**src/rtl/lvt_write_issuer_pkg.sv**
```systemverilog
// Shared definitions for the LVT write issuer: lane count, data width and the
// buffered request record.
package lvt_write_issuer_pkg;

    localparam int LANES      = 4;
    localparam int DATA_W     = 32;
    localparam int MAX_ADDR_W = 32;

    function automatic int addr_w(input int blocksize);
        return blocksize + 1;
    endfunction

    // Addresses are held zero-extended so one record type serves every BLOCKSIZE.
    typedef struct packed {
        logic [MAX_ADDR_W-1:0] addr;
        logic [DATA_W-1:0]     data;
    } req_t;

endpackage

```
**src/rtl/lvt_issue_pack.sv**
```systemverilog
// Picks the longest in-order prefix of up to four head entries whose addresses
// are pairwise distinct, so no two same-address writes share a cycle.
module lvt_issue_pack
    import lvt_write_issuer_pkg::*;
#(
    parameter int CNT_W = 4
) (
    input  logic [LANES-1:0][MAX_ADDR_W-1:0] head_addr,
    input  logic [CNT_W-1:0]                 count,
    input  logic                             hold,
    output logic [LANES-1:0]                 issue,
    output logic [2:0]                       issue_cnt
);

    logic [LANES-1:1] dup;
    logic             run;

    always_comb begin
        dup = '0;
        for (int j = 1; j < LANES; j++) begin
            for (int k = 0; k < j; k++) begin
                if (head_addr[j] == head_addr[k]) begin
                    dup[j] = 1'b1;
                end
            end
        end
    end

    // A lane issues only while every earlier lane issued, so one blocked entry ends the prefix.
    always_comb begin
        issue     = '0;
        issue_cnt = '0;
        run       = (count != '0) && !hold;
        issue[0]  = run;
        for (int j = 1; j < LANES; j++) begin
            run      = run && (count > CNT_W'(j)) && !dup[j];
            issue[j] = run;
        end
        for (int j = 0; j < LANES; j++) begin
            issue_cnt = issue_cnt + 3'(issue[j]);
        end
    end

endmodule

```
**src/rtl/lvt_write_issuer.sv**
```systemverilog
// Buffers an ordered write stream in a circular FIFO and drains it onto the
// four LVT RAM write ports, several writes per cycle when addresses allow.
module lvt_write_issuer
    import lvt_write_issuer_pkg::*;
#(
    parameter int BLOCKSIZE = 10,
    parameter int DEPTH     = 8
) (
    input  logic                     clk,
    input  logic                     rst,
    input  logic                     in_valid,
    output logic                     in_ready,
    input  logic [BLOCKSIZE:0]       in_addr,
    input  logic [DATA_W-1:0]        in_data,
    input  logic                     hold,
    output logic [BLOCKSIZE:0]       w_addr_1,
    output logic [BLOCKSIZE:0]       w_addr_2,
    output logic [BLOCKSIZE:0]       w_addr_3,
    output logic [BLOCKSIZE:0]       w_addr_4,
    output logic [DATA_W-1:0]        w_din_1,
    output logic [DATA_W-1:0]        w_din_2,
    output logic [DATA_W-1:0]        w_din_3,
    output logic [DATA_W-1:0]        w_din_4,
    output logic                     w_enb_1,
    output logic                     w_enb_2,
    output logic                     w_enb_3,
    output logic                     w_enb_4,
    output logic [2:0]               issue_cnt,
    output logic                     idle
);

    localparam int AW    = addr_w(BLOCKSIZE);
    localparam int PW    = $clog2(DEPTH);
    localparam int CNT_W = PW + 1;

    req_t                            mem [DEPTH];
    logic [PW-1:0]                   rd_ptr;
    logic [PW-1:0]                   wr_ptr;
    logic [CNT_W-1:0]                count;
    logic                            accept;
    req_t [LANES-1:0]                head;
    logic [LANES-1:0][MAX_ADDR_W-1:0] head_addr;
    logic [LANES-1:0]                issue;

    assign in_ready = (count != CNT_W'(DEPTH));
    assign accept   = in_valid && in_ready;
    assign idle     = (count == '0);

    // Head window wraps through the pointer width, so wrapping prefixes need no special case.
    always_comb begin
        head      = '0;
        head_addr = '0;
        for (int j = 0; j < LANES; j++) begin
            head[j]      = mem[rd_ptr + PW'(j)];
            head_addr[j] = head[j].addr;
        end
    end

    lvt_issue_pack #(
        .CNT_W(CNT_W)
    ) u_pack (
        .head_addr(head_addr),
        .count    (count),
        .hold     (hold),
        .issue    (issue),
        .issue_cnt(issue_cnt)
    );

    // Storage is never cleared; reset only rewinds pointers and count.
    always_ff @(posedge clk) begin
        if (accept) begin
            mem[wr_ptr] <= '{addr: MAX_ADDR_W'(in_addr), data: in_data};
        end
    end

    always_ff @(posedge clk) begin
        if (rst) begin
            rd_ptr <= '0;
            wr_ptr <= '0;
            count  <= '0;
        end else begin
            if (accept) begin
                wr_ptr <= wr_ptr + 1'b1;
            end
            rd_ptr <= rd_ptr + PW'(issue_cnt);
            count  <= count + CNT_W'(accept) - CNT_W'(issue_cnt);
        end
    end

    assign w_addr_1 = head[0].addr[AW-1:0];
    assign w_addr_2 = head[1].addr[AW-1:0];
    assign w_addr_3 = head[2].addr[AW-1:0];
    assign w_addr_4 = head[3].addr[AW-1:0];
    assign w_din_1  = head[0].data;
    assign w_din_2  = head[1].data;
    assign w_din_3  = head[2].data;
    assign w_din_4  = head[3].data;
    assign w_enb_1  = issue[0];
    assign w_enb_2  = issue[1];
    assign w_enb_3  = issue[2];
    assign w_enb_4  = issue[3];

endmodule

```
**config.mk**
```make
export PLATFORM = sky130hd
export DESIGN_NAME = lvt_write_issuer
export DESIGN_NICKNAME = d
export VERILOG_FILES = /design/src/rtl/lvt_write_issuer_pkg.sv /design/src/rtl/lvt_issue_pack.sv /design/src/rtl/lvt_write_issuer.sv
export SDC_FILE = /design/constraint.sdc
export NUM_CORES = 1
export LEC_CHECK = 0
export BUFFER_PORTS_ARGS = -buffer_cell sky130_fd_sc_hd__buf_2
export CORE_MARGIN = 10
export CORE_UTILIZATION = 60
export CTS_BUF_LIST = sky130_fd_sc_hd__clkbuf_8 sky130_fd_sc_hd__clkbuf_16
export DETAILED_ROUTE_END_ITERATION = 10
export PLACE_DENSITY = 0.81
export SETUP_SLACK_MARGIN = 0.15
export SYNTH_ARGS = -nofsm -noshare
export SYNTH_HDL_FRONTEND = slang
export SYNTH_HIERARCHICAL = 1
export SYNTH_SLANG_ARGS = --single-unit
export TNS_END_PERCENT = 100
```
**constraint.sdc**
```tcl
create_clock -name clk -period 6.6 [get_ports clk]
set_input_delay 0.33 -clock clk [delete_from_list [all_inputs] [get_ports clk]]
set_output_delay 0.33 -clock clk [all_outputs]
set_load 0.03 [all_outputs]
```
==> qor.csv <==
metric,value,unit
final-hold-violation-count,0,
drt_iter0_markers,914,
clk_pin_slew,0.06,ns
status,completed,
drt_first_pass_iters,5,
multiInputGateArea,0.0116,mm²
dieArea,0.0440,mm²
grt_overflow,0,
p_leak,9.41,nW
r2r-end,count[3],
start_util,60.7,%
clk_path_buf_depth,3,
cts_tree,yes,
coreArea,0.0356,mm²
worstPathArrival,6.36,ns
worstMarginPinSlew,0.949,ns
place_congestion,0.815,
drt-total-wl,53.7,mm
drtAntennaViolNets,0,
crit_chain,"buf_4, mux2_2, mux4_2, xor2_1, nor4_1, nand4_1, nor2_1, nor4_4, nand3_1, fa_1, inv_1, ha_1, ha_1, inv_1, ha_1, ha_1, a21o_1, a2111o_1, o21ai_0",
skew,0.0160,ns
die_y,210,µm
fin_crit_sh,89.6,%
num_vias,13351,
r2r_cells,19,
yosysSeqAreaShare,48.8,%
end_kind,flip-flop,
grt_max_degree,92,
cts_buffers,38,
ctsHoldBuffers,0,
hold_depth,1,
maxCapViolCount,0,
start_kind,flip-flop,
yosys_warnings,6,
h-tree-depth,2,
hpwl,35.0,mm
fin_ws,0.689,ns
antenna_found_initial,2,
stdcell_count,2240,
cts_setup_buffers,0,
synth_edf_count,344,
die_x,210,µm
final_common_cell,edfxtp_1,
syn_avg_cell_area,16.8,µm²
drv_slew,0,
async_flop_share,0,%
reg2reg_slack,0.69,ns
register_area,0.0105,mm²
crit_required,7.04,ns
maxSlewHeadroom,36.8,%
critical-path-top-cell-by-count,ha_1,
slowest_stage,dfxtp_4,
worstHoldStart,in_data[21],
ys.flop_type,edfxtp_1,
placed_cells,2175,
final_cell_mix,"edfxtp_1, mux2_2, conb_1",
rsz0062_at_grt,false,
setup_violations,0,
yosys.cell_types.count,41,
synth.ff_latch_count,354,
synthCells,1285,
critical-path-max-stage-delay,0.73,ns
finalNetCount,1816,
min_to,mem[4][21],
fp-row-count,69,
syn_area,0.0216,mm²
grt_pass1_vias,14055,
cts_resized,0,
grt_pass1_wl,82.1,mm
timing.final.crit_period,5.91,ns
hold_path_class,in -> reg,
numClockSinks,354,
vias_per_cell,5.96,
ctsRootBufferMaster,clkbuf_16,
pre_cts_slack,0.710,ns
grt_util_all_layers,24.1,%
power.density,488,mW/mm²
drc,0,
syn_to_final_growth,17.2,%
r2r-start,rd_ptr[0],
numPortBuffers,227,
crit_fanout,59,
io_pins,228,
fillers,2338,
max_freq,169,MHz
crit_type,reg -> reg,
final_layout_size_suffix_gt1_share,47.3,%
peakVddDrop,0.413,mV
wire_per_inst,24.0,µm
setup_tns,0,ns
clk_latency,0.52,ns
==> layer usage <==
layer | up-vias | part of all wire [%] | global-route usage (%)
met2 | 504 | 50 | 41.0
met4 | 2 | 2.7 | 7.49
met3 | 92 | 7.3 | 5.11
li1 | 5889 | - | -
met5 | - | 0.024 | 0
met1 | 6864 | 40 | 30.4
==> worst max-delay path by stage <==
stage,cells past startpoint,to,startpoint
floorplan,24,count[3],rd_ptr[0]
global placement,19,count[3],rd_ptr[0]
detailed placement,19,count[3],rd_ptr[0]
CTS,20,count[3],rd_ptr[0]
global route,20,count[3],rd_ptr[0]
finish,19,count[3],rd_ptr[0]
==> cell families (layout without fill, tap and decap cells) <==
logic type	after synthesis	in the layout	synth area share (%)
mux	518	518	36.8
flops	354	354	48.8
xor+xnor	198	198	8.10
simple gates	95	95	2.64
buf+inv	93	335	2.28
fa+ha+maj	15	15	0.974
compound gates	11	11	0.383
other cells	1	253	0.0174
==> worst max-delay path, delay by kind of cell (launching register included) <==
family | cells | cell delay (ns)
adders and majority gates | 5 | 1.34
muxes | 2 | 0.96
and+or+nand+nor | 5 | 0.95
buffers and inverters | 3 | 0.91
DFF | 1 | 0.73
AOI/OAI and AO/OA | 3 | 0.69
xor gates and xnor gates | 1 | 0.21
==> Yosys cell counts (2+ instances only) <==
library cell    n  share of area (%)
buf_4           6               0.21
clkbuf_1       20               0.35
nand4_1        30               0.87
nor3_1          5               0.12
mux4_2        172                 18
inv_1          15               0.26
buf_1           5              0.087
edfxtp_1      344                 48
fa_1            3               0.28
buf_2          36               0.83
a21o_1          2              0.070
xor2_1         98                4.0
buf_6          10               0.52
mux2_4         49                3.4
a21oi_1         2              0.046
nand2b_1        5               0.14
ha_1           12               0.70
dfxtp_1        10               0.93
mux2_2        296                 15
nor4_1         32               0.93
xnor2_1        98                4.0
nor2b_1         3              0.087
nor2_1         13               0.23
nand3_1         2              0.046
==> report_power, final <==
| group | switching, mW | internal, mW |
|---|---|---|
| Clock | 0.842 | 1.18 |
| Combinational | 4.52 | 3.04 |
| Sequential | 0.142 | 2.62 |
| Total | 5.50 | 6.84 |
==> state kept, by name, summed over array words and instances (netlist names) <==
register and flops:
wr_ptr 3, count 4, mem 344, rd_ptr 3
==> stage by stage <==
step	power, mW	util (%)	hold slack, ns	cell area, µm²
3_3_place_gp	10.3	67.9	0.551	24100
4_1_cts	12.4	71.1	0.0519	25300
5_1_grt	12.9	71.1	0.0628	25300
2_1_floorplan	8.49	-	0.429	22500
3_5_place_dp	10.3	67.9	0.581	24100
6_report	12.3	71.2	0.0679	25300
==> layout make-up <==
type | instances | share of cell area [%]
clock buffers | 39 | 3.86
inverters | 16 | 0.247
multi-input cells | 1089 | 45.8
diodes | 1 | 0.00989
repair buffers | 255 | 5.42
clock inverters | 25 | 0.746
flip-flops and latches | 354 | 41.6
well taps | 461 | 2.28
No activity file was read; power rests on OpenSTA's default activity.
